==> src/rtl/hazard_scoreboard.sv <==
// hazard_scoreboard: registered scoreboard of in-flight GPR/HI/LO writes for
// the stages after ID. Produces per-read-port forwarding selects, load-use and
// HI/LO-busy stalls, and the multi-cycle divider countdown.
module hazard_scoreboard #(
  parameter int NUM_RD     = 4,
  parameter int STAGES     = 3,
  parameter int LOAD_READY = 2,
  parameter int DIV_LAT    = 32,
  parameter int SEL_W      = 2
) (
  input  logic                      clock,
  input  logic                      reset,
  input  logic                      pipe_hold,
  input  logic                      flush,
  input  logic                      issue_valid,
  input  logic                      issue_regwrite,
  input  logic [4:0]                issue_waddr,
  input  logic                      issue_memread,
  input  logic                      issue_wlo,
  input  logic                      issue_whi,
  input  logic                      issue_div,
  input  logic [NUM_RD-1:0]         rd_en,
  input  logic [2*NUM_RD-1:0]       rd_kind,
  input  logic [5*NUM_RD-1:0]       rd_addr,
  output logic [SEL_W*NUM_RD-1:0]   fwd_sel,
  output logic                      stall_req,
  output logic                      issue_accept,
  output logic                      hilo_busy
);

  localparam int CNT_W = $clog2(DIV_LAT + 1);

  // Scoreboard entries; index 0 = EX (youngest), STAGES-1 = WB (oldest).
  // gw marks a GPR write to a nonzero register, so $0 never matches.
  logic [STAGES-1:0] v_q,  v_d;
  logic [STAGES-1:0] gw_q, gw_d;
  logic [STAGES-1:0] ld_q, ld_d;
  logic [STAGES-1:0] lo_q, lo_d;
  logic [STAGES-1:0] hi_q, hi_d;
  logic [4:0]        wa_q [STAGES];
  logic [4:0]        wa_d [STAGES];
  logic [CNT_W-1:0]  cnt_q, cnt_d;

  logic [SEL_W*NUM_RD-1:0] sel_s;
  logic                    load_hit_s;
  logic                    hilo_rd_s;
  logic                    found_s;
  logic                    hit_s;
  logic [1:0]              kind_s;
  logic [4:0]              addr_s;
  logic                    live_s;
  logic                    busy_s;
  logic                    stall_s;
  logic                    accept_s;

  // Per-port youngest-match search and load-use detection.
  always_comb begin
    sel_s      = '0;
    load_hit_s = 1'b0;
    hilo_rd_s  = 1'b0;
    found_s    = 1'b0;
    hit_s      = 1'b0;
    kind_s     = 2'b00;
    addr_s     = 5'd0;
    for (int p = 0; p < NUM_RD; p++) begin
      kind_s  = rd_kind[2*p +: 2];
      addr_s  = rd_addr[5*p +: 5];
      found_s = 1'b0;
      if (rd_en[p] && (kind_s != 2'b11)) begin
        if (kind_s != 2'b00) begin
          hilo_rd_s = 1'b1;
        end else begin
          hilo_rd_s = hilo_rd_s;
        end
        for (int i = 0; i < STAGES; i++) begin
          case (kind_s)
            2'b00:   hit_s = v_q[i] && gw_q[i] && (wa_q[i] == addr_s) && (addr_s != 5'd0);
            2'b01:   hit_s = v_q[i] && lo_q[i];
            2'b10:   hit_s = v_q[i] && hi_q[i];
            default: hit_s = 1'b0;
          endcase
          if (hit_s && !found_s) begin
            found_s                  = 1'b1;
            sel_s[SEL_W*p +: SEL_W]  = SEL_W'(i + 1);
            if (ld_q[i] && (i < LOAD_READY)) begin
              load_hit_s = 1'b1;
            end else begin
              load_hit_s = load_hit_s;
            end
          end else begin
            found_s = found_s;
          end
        end
      end else begin
        found_s = 1'b0;
      end
    end
  end

  // Stall and accept decisions; a flushed or invalid instruction never stalls.
  always_comb begin
    live_s   = issue_valid && !flush;
    busy_s   = (cnt_q != '0);
    stall_s  = live_s && (load_hit_s ||
               (busy_s && (hilo_rd_s || issue_wlo || issue_whi || issue_div)));
    accept_s = live_s && !stall_s && !pipe_hold && !reset;
  end

  // Next-state for the entry shift chain and the divider countdown.
  always_comb begin
    v_d   = v_q;
    gw_d  = gw_q;
    ld_d  = ld_q;
    lo_d  = lo_q;
    hi_d  = hi_q;
    cnt_d = cnt_q;
    for (int i = 0; i < STAGES; i++) begin
      wa_d[i] = wa_q[i];
    end
    if (!pipe_hold) begin
      for (int i = STAGES - 1; i >= 1; i--) begin
        v_d[i]  = v_q[i-1];
        gw_d[i] = gw_q[i-1];
        ld_d[i] = ld_q[i-1];
        lo_d[i] = lo_q[i-1];
        hi_d[i] = hi_q[i-1];
        wa_d[i] = wa_q[i-1];
      end
      gw_d[0] = accept_s && issue_regwrite && (issue_waddr != 5'd0);
      lo_d[0] = accept_s && issue_wlo;
      hi_d[0] = accept_s && issue_whi;
      v_d[0]  = gw_d[0] || lo_d[0] || hi_d[0];
      ld_d[0] = accept_s && issue_memread;
      wa_d[0] = accept_s ? issue_waddr : 5'd0;
      if (accept_s && issue_div) begin
        cnt_d = CNT_W'(DIV_LAT);
      end else if (cnt_q != '0) begin
        cnt_d = cnt_q - CNT_W'(1);
      end else begin
        cnt_d = cnt_q;
      end
    end else begin
      cnt_d = cnt_q;
    end
  end

  // State register with synchronous reset clearing entries and countdown.
  always_ff @(posedge clock) begin
    if (reset) begin
      v_q   <= '0;
      gw_q  <= '0;
      ld_q  <= '0;
      lo_q  <= '0;
      hi_q  <= '0;
      cnt_q <= '0;
      for (int i = 0; i < STAGES; i++) begin
        wa_q[i] <= 5'd0;
      end
    end else begin
      v_q   <= v_d;
      gw_q  <= gw_d;
      ld_q  <= ld_d;
      lo_q  <= lo_d;
      hi_q  <= hi_d;
      cnt_q <= cnt_d;
      for (int i = 0; i < STAGES; i++) begin
        wa_q[i] <= wa_d[i];
      end
    end
  end

  // Output drive; everything is forced quiet while reset is asserted.
  always_comb begin
    if (reset) begin
      fwd_sel      = '0;
      stall_req    = 1'b0;
      issue_accept = 1'b0;
      hilo_busy    = 1'b0;
    end else begin
      fwd_sel      = sel_s;
      stall_req    = stall_s;
      issue_accept = accept_s;
      hilo_busy    = busy_s;
    end
  end

endmodule

==> config.mk <==
export PLATFORM = sky130hd
export DESIGN_NAME = hazard_scoreboard
export DESIGN_NICKNAME = d
export VERILOG_FILES = /design/src/rtl/hazard_scoreboard.sv
export SDC_FILE = /design/constraint.sdc
export NUM_CORES = 1
export LEC_CHECK = 0
export CAP_MARGIN = 10
export CORE_MARGIN = 4
export CORE_UTILIZATION = 50
export DETAILED_ROUTE_END_ITERATION = 12
export HOLD_SLACK_MARGIN = 0.02
export PLACE_DENSITY_LB_ADDON = 0.15
export SLEW_MARGIN = 5
export SYNTH_ARGS = -nofsm -noshare
export SYNTH_HDL_FRONTEND = slang
export SYNTH_SLANG_ARGS = --single-unit
==> constraint.sdc <==
create_clock -name clock -period 4.4 [get_ports clock]
set_input_delay 1.1 -clock clock [delete_from_list [all_inputs] [get_ports clock]]
set_output_delay 1.1 -clock clock [all_outputs]
set_load 0.03 [all_outputs]
* Yosys cells after proc, flatten, opt, wreduce, memory -nomap -nowiden
Memories as Yosys holds them, arrays and structs flattened. Index checks and enable logic that the tools add are counted.
Word-level totals: bits in registers 20, bits in writable memories 15, input bits 47, output and inout port bits 11, memories 1
Operators by class: add/subtract/negate cells 1, equal/unequal tests 24, muxes and demuxes 98, bitwise gates (word level) 4, reduce and logical (&&, ||, !) cells 91
Memory list:
- wa_q | depth 3, bits a word 5, read ports 3, clocked after Yosys merged registers in 0, write ports 3, line 40 | logic [4:0] wa_q [STAGES];
Operators by type and width (number):
- 1-bit 2-to-1 mux | 66
- 5-bit equality test | 12
- 1-bit logical AND | 57
- 1-bit case mux with 3 select lines | 12
- 5-bit nonzero test | 5
- 2-bit 2-to-1 mux | 12
- 5-bit 2-to-1 mux | 4
- 15-bit 2-to-1 mux | 1
- 1-bit logical NOT | 12
- 6-bit 2-to-1 mux | 2
- 2-bit nonzero test | 5
- 2-bit by 1-bit equality test with 1-bit output (second input constant) | 4
- 2-bit equality test (second input constant) | 4
- 2-bit logical NOT | 4
- 8-bit 2-to-1 mux | 1
- 2-bit != test (second input constant) | 4
- 1-bit logical OR | 6
- 6-bit nonzero test | 1
- 6-bit by 1-bit subtractor with 6-bit output (second input constant) | 1
- 1-bit bitwise OR | 3
- 2-bit AND reduction | 1
- 1-bit NOT | 1

* Depth between registers and ports, before layout
Gate-level depths: netlist (run 1). An unclocked memory read counts as a cell.
depth after elaboration 37, mapped depth 10

* Worst setup path after synthesis (run 1)
Ideal clock, no wire load.
path kind in2out, start point input port rd_addr[5], end point output port fwd_sel[3], arrival 3.696 ns, slack -0.396 ns, stages 5, path buffers 0, cell sequence or4_1 -> o21ai_2 -> nor3_2 -> a211o_1 -> a2111oi_0
On the way: longest elaborated chain between the ends 16, elaborated cells on any way between the ends 28, those cells by class eq/ne (3); mux (14); reduce/logical (11)
RTL lines:
- from (decl) | line 24 | input logic [5*NUM_RD-1:0] rd_addr,
- 5-bit equality test | line 77 | 2'b00: hit_s = v_q[i] && gw_q[i] && (wa_q[i] == addr_s) && (addr_s != 5'd0);
- 1-bit logical AND (2 in a row) | line 77
- 1-bit case mux with 3 select lines | line 76 | case (kind_s)
- 1-bit 2-to-1 mux | line 69 | if (rd_en[p] && (kind_s != 2'b11)) begin
- 1-bit 2-to-1 mux | line 82 | if (hit_s && !found_s) begin
- 1-bit 2-to-1 mux | line 69
- 1-bit logical NOT | line 82
- 1-bit logical AND | line 82
- 1-bit 2-to-1 mux | line 82
- 1-bit 2-to-1 mux | line 69
- 1-bit logical NOT | line 82
- 1-bit logical AND | line 82
- 2-bit 2-to-1 mux * | line 82
- 2-bit 2-to-1 mux * | line 69
- 8-bit 2-to-1 mux * | line 174 | if (reset) begin
- to (decl) | line 25 | output logic [SEL_W*NUM_RD-1:0] fwd_sel,
Every way passes the cells marked *; elsewhere a longest branch is shown, timed or not. The select of a mux whose other input is x is not followed.

* Final worst setup path (run 1)
start point input port rd_addr[8], end point output port issue_accept
On the way: longest elaborated chain between the ends 28, elaborated cells on any way between the ends 36, those cells by class eq/ne (2); mux (21); reduce/logical (13)
RTL lines:
- 5-bit equality test | line 77
- 1-bit logical AND (2 in a row) | line 77
- 1-bit case mux with 3 select lines | line 76
- 1-bit 2-to-1 mux | line 69
- 1-bit 2-to-1 mux | line 82
- 1-bit 2-to-1 mux | line 69
- 1-bit logical NOT | line 82
- 1-bit logical AND | line 82
- (+9 left out)
- 1-bit 2-to-1 mux | line 85 | if (ld_q[i] && (i < LOAD_READY)) begin
- 1-bit 2-to-1 mux | line 82
- 1-bit 2-to-1 mux * | line 69
- 1-bit logical OR * | line 104 | stall_s = live_s && (load_hit_s ||
- 1-bit logical AND * | line 104
- 1-bit logical NOT * | line 106 | accept_s = live_s && !stall_s && !pipe_hold && !reset;
- 1-bit logical AND * (3 in a row) | line 106
- 1-bit 2-to-1 mux * | line 174
- to (decl) | line 27 | output logic issue_accept,
Marks and branches as above.

==> results of run 1 <==
[what timing repair did]
action / 4_1_cts / 5_1_grt
endpoints found under the setup margin: 4 / 4
setup buffers: 2 / 2
resized for setup: 34 / 35
pin swaps: 22 / 24
[critical path: cells and delay by family]
kind / cells / cell delay [ns]
buf+inv: 2 / 0.45
compound gates: 2 / 0.46
simple gates: 4 / 1.22
[metal layers]
layer	share of wire	wire, µm	up-vias
li1	-	-	1454
met1	0.44	3870	1385
met2	0.48	4210	97
met3	0.064	566	22
met4	0.022	191	0
met5	0	0	-
[through the flow]
| step | util | power, µW | instances | instance area (µm²) | setup WS (ns) |
|---|---|---|---|---|---|
| finish | 0.736 | 1150 | 516 | 4050 | 0.0709 |
| global route | 0.736 | 1230 | 516 | 4050 | -0.0181 |
| CTS | 0.716 | 1150 | 514 | 3940 | -0.000109 |
| detailed placement | 0.678 | 828 | 504 | 3730 | -0.124 |
| global placement | 0.678 | 821 | 504 | 3730 | -0.115 |
| floorplan | - | 660 | 357 | 2850 | -0.0118 |
[state kept, by name (all words and copies together) (netlist names)]
| register | count |
|---|---|
| v_q | 3 |
| lo_q | 3 |
| ld_q | 2 |
| wa_q | 15 |
| gw_q | 3 |
| hi_q | 3 |
| cnt_q | 6 |
[where the power goes]
group	internal (µW)	total (µW)	switching (µW)
clock	169	293	124
sequential	348	388	39.9
combinational	228	471	243
[logic make-up (layout without fill, tap and decap cells)]
| family | count (synthesis) | after routing |
|---|---|---|
| buffers and inverters | 38 | 125 |
| AOI/OAI and AO/OA | 69 | 69 |
| xor gates and xnor gates | 63 | 63 |
| DFF | 35 | 35 |
| muxes | 20 | 20 |
| and+or+nand+nor | 130 | 130 |
| adders and majority gates | 2 | 2 |
[worst max-delay path by stage]
stage | to | depth (start not counted)
2_1_floorplan | fwd_sel[3] | 5
3_3_place_gp | stall_req | 12
3_5_place_dp | issue_accept | 8
4_1_cts | stall_req | 11
5_1_grt | issue_accept | 8
6_report | issue_accept | 8
[synth_stat cells (3+ instances only)]
cell,count,share of area
o21ai_0,10,0.018
o21ai_1,4,0.0070
or4_1,6,0.016
and3_1,3,0.0066
nand3_1,5,0.0088
xnor2_1,37,0.11
a22o_1,13,0.040
clkbuf_1,26,0.034
mux2i_1,20,0.070
nor2b_1,5,0.011
dfxtp_1,35,0.25
nand4_1,9,0.020
and4b_1,3,0.011
and3b_1,8,0.025
nor4_1,7,0.015
nor2_1,39,0.051
a22oi_1,3,0.0079
o41ai_1,4,0.012
xor2_1,26,0.080
inv_1,8,0.011
a21oi_1,8,0.014
nand2_1,25,0.033
o21a_1,3,0.0079
nor3_1,9,0.016
[final cells by class]
class                      instances  area [µm²]  area share
clock inverter                     3        43.8      0.0108
timing repair buffer             109         938       0.232
multi-input combinational        284        2180       0.538
clock buffer                       5        68.8      0.0170
tap                               72        90.1      0.0222
sequential                        35         701       0.173
inverter                           8        30.0     0.00741
==> metrics, run 1 <==
hold slack 0.502 ns; GR Util met1 0.323; Std-Cell Rows 27; Fillers 442; DR iter-0 viols roughly 210; Min-Delay Endpoint cnt_q[5]$_SDFFE_PP0P_; R2R Setup Slk 1.63 ns; DR vias 2958; status complete, no violations; Avg Cell Area, Syn 7.98 µm²; maximum root-to-sink buffer count 2; global route overflow 0; Clock Tree Root clkbuf_8; CP Cell Sequence dlygate4sd2_1 -> or4_4 -> o21ai_4 -> o32a_1 -> or3_4 -> nand4_1 -> nor4_4 -> buf_6; Final ANT Viol Nets 0; detailed placement HPWL 6830 µm; adder-cell share of the synthesized area 0.00878; Req. time, crit path 3.30 ns; initial antenna violation count 0; number of enable flip-flop cells after synthesis 0; Netlist cell types 57; r2r endpoint cnt_q[5]$_SDFFE_PP0P_; Pleak around 0.0018 µW; XOR/XNOR share of the synthesized area 0.194; max incr delay on CP 0.53 ns; routing usage on met2 0.421; max-cap viol count 0; CTS sink cnt 35; reg2reg start v_q[0]$_SDFFE_PP0N_; Ports 58; Fin. Hold Viols 0; Area Growth Syn to Fin 42.1%; met3 Use GR 0.0494; Ys Warns 0; global-route usage over all layers 0.251; unrepaired setup endpoints after global routing true; die area 6970 µm²; H-tree Lvls 2; register area share after synthesis 0.246; total CTS buffers 5; most frequent cells in the layout buf_4, xnor2_1, nor2_1; HP Class reg2reg; Hold-fix buffers, CTS 0; pin count of the biggest net entering global routing 30; Slowest cell on crit path or4_4; Post-Synth Simple-Gate Area 0.245; Syn Nets 406; GP Congestion 0.942; main combinational cell family by area after synthesis simple AND/OR/NAND/NOR gates; commonest non-fill, non-tap cell in the layout buf_4; Power Dens Cells 285 nW/µm²; crit-path max FO 4; CP Launch Point rd_addr[8]; Setup Skew just under 0.01 ns; post-synthesis cell area roughly 2900 µm²; path type of the worst setup path in2out; grt peak-use layer met2; number of nets in the layout 492; # DRC 0; Initial Utilization 0.518; critical path capture point type output pin; TritonCTS clock tree yes; setup violators final 0; Cells after Synth ~360; worst-case reg-to-reg path depth 9; post-route minimum period between 4 and 5 ns; core area between 5000 and 6000 µm²; Antenna diodes 0; IO buf count 57; final WL 8840 µm; clock transition at the registers of the reported paths about 0.07 ns; startpoint types input pin; Slew @ Worst Pin 0.747 ns; Die Wd approximately 84 µm; relative slew slack 0.501; Synth Flop Type dfxtp_1; worst-skew pair later-pin latency 0.29 ns; max-slew violations 0; ys async rst share 0; DR WL/cell around 17 µm; Setup TNS 0 ns; hold path cells 2; share of cells above drive strength 1 0.243; period utilisation layout 0.984; Max Clock Freq around 0.23 GHz; DR pass1 iterations 5; Seq cells post-synth 35; vias in the first global route 2954; post-synthesis compound-gate area fraction 0.185; Worst VDD drop 0.000330 V; global-route wire length before repair roughly 14000 µm; Die Height 83.5 µm; mux cell area share after synthesis 0.0702; via density per instance between 5 and 6; hold_sp cnt_q[5]$_SDFFE_PP0P_; CP Data Arrival Time 3.23 ns
Note: power is estimated with default switching activity, not from simulation.
==> run 2, diff against run 1 <==
- RECOVER_POWER: default -> 100
==> metrics, run 2 (synthesized netlist as in run 1, its figures left out) <==
clock transition at the registers of the reported paths approximately 0.070 ns; crit-path max FO 8; most frequent cells in the layout buf_4, xnor2_1, nor2_1; R2R Setup Slk 1.62 ns; Die Height 83.5 µm; met3 Use GR 0.0494; Ports 58; HP Class reg2reg; vias in the first global route 2954; post-route minimum period around 4.3 ns; Worst VDD drop 0.000330 V; hold_sp cnt_q[5]$_SDFFE_PP0P_; CTS sink cnt 35; worst-skew pair later-pin latency 0.29 ns; TritonCTS clock tree yes; max FFs per register 15; H-tree Lvls 2; IO buf count 57; reg2reg start v_q[0]$_SDFFE_PP0N_; period utilisation layout 0.983; pin count of the biggest net entering global routing 30; share of cells above drive strength 1 0.239; critical path capture point type output pin; Clock Tree Root clkbuf_8; status finished with violations; CP Data Arrival Time 3.23 ns; Power Total 1150 µW; # DRC 0; Max Clock Freq 0.231 GHz; global-route usage over all layers 0.251; Area Growth Syn to Fin 41.6%; worst-case reg-to-reg path depth 9; global-route wire length before repair 14300 µm; DR pass1 iterations 5; DR iter-0 viols 208; die area about 7000 µm²; routing usage on met2 0.421; initial antenna violation count 0; final WL 8830 µm; Hold-fix buffers, CTS 0; Min-Delay Endpoint cnt_q[5]$_SDFFE_PP0P_; path type of the worst setup path in2out; unrepaired setup endpoints after global routing true; Req. time, crit path roughly 3.3 ns; Std-Cell Rows 27; Fillers 445; Final ANT Viol Nets 0; max-slew violations 30; max-cap viol count 1; number of nets in the layout 492; GP Congestion 0.942; startpoint types input pin; Setup Skew between 0.01 and 0.015 ns; maximum root-to-sink buffer count 2; core area approximately 5500 µm²; Pleak 0.00176 µW; r2r endpoint cnt_q[5]$_SDFFE_PP0P_; fin cells 516; Die Wd roughly 84 µm; DR vias 2955; Largest regs wa_q: 15 flops, cnt_q: 6 flops; detailed placement HPWL 6830 µm; DR WL/cell roughly 17 µm; DP Cell Count 504; Slew @ Worst Pin around 1.8 ns; register name with the most flops wa_q; setup violators final 0; Initial Utilization 0.518; hold path cells 2; Antenna diodes 0; GR Util met1 0.323; Fin. Hold Viols 0; total CTS buffers 5; failing checks capacitance limit, slew limit; relative slew slack -0.196; commonest non-fill, non-tap cell in the layout buf_4; via density per instance 5.73; grt peak-use layer met2; Power Dens Cells 285 nW/µm²; global route overflow 0
[run 2: changes by cell type in the layout (fill, tap and decap cells not counted)]
cell	previous run	this run
clkbuf_2	3	4
clkdlybuf4s50_1	23	22
dlygate4sd3_1	0	1
buf_4	60	55
clkbuf_1	0	2
buf_2	0	2
[run 2: layout make-up]
class	instances	area [µm²]	area share
clock buffers	5	68.8	0.0171
well taps	72	90.1	0.0223
inverters	8	30.0	0.00744
clock inverters	3	43.8	0.0109
multi-input cells	284	2180	0.540
flip-flops and latches	35	701	0.174
repair buffers	109	923	0.229
[run 2: worst max path at each step]
stage,from,to,slack (ns),depth (start not counted)
6_report,rd_kind[5],issue_accept,0.07,9
5_1_grt,rd_addr[8],issue_accept,-0.02,8
4_1_cts,rd_addr[14],stall_req,-0.0001,11
3_3_place_gp,rd_addr[2],stall_req,-0.11,12
3_5_place_dp,rd_addr[10],issue_accept,-0.12,8
2_1_floorplan,rd_addr[5],fwd_sel[3],-0.01,5
[run 2: per-layer routing]
layer  vias up  share of wire  wire length (µm)
met1      1381           0.44              3870
met3        23          0.065               573
met5         -              0                 0
li1       1456              -                 -
met2        95           0.47              4190
met4         0          0.023               201
[run 2: power breakdown]
group / internal [µW] / switching, µW
clock network: 169 / 124
registers: 348 / 39.9
logic: 228 / 243
total: 745 / 407
[run 2: critical path: stages]
cell             delay [ns]
clkdlybuf4s50_1        0.42
buf_4                  0.17
xor2_1                 0.16
a22oi_2                0.18
a41oi_2                0.13
a311oi_2               0.28
nand4_1                0.22
nor4_4                 0.38
buf_6                  0.18
[run 2: timing repair]
action                                  in CTS  in global routing
endpoints found under the setup margin       4                  4
pin swaps                                   22                 24
setup buffers                                2                  2
gates resized for setup                     34                 35
[run 2: per-stage QoR]
| step | setup slack, ns | util | TNS, ns | hold WS [ns] | area, µm² |
|---|---|---|---|---|---|
| 6_report | 0.0743 | 0.733 | 0 | 0.502 | 4040 |
| 5_1_grt | -0.0181 | 0.733 | -0.0343 | 0.527 | 4040 |
| 4_1_cts | -0.000109 | 0.716 | -0.000109 | 0.504 | 3940 |
| 3_5_place_dp | -0.124 | 0.678 | -0.338 | 0.493 | 3730 |
| 3_3_place_gp | -0.115 | 0.678 | -0.288 | 0.488 | 3730 |
| 2_1_floorplan | -0.0118 | - | -0.0118 | 0.464 | 2850 |
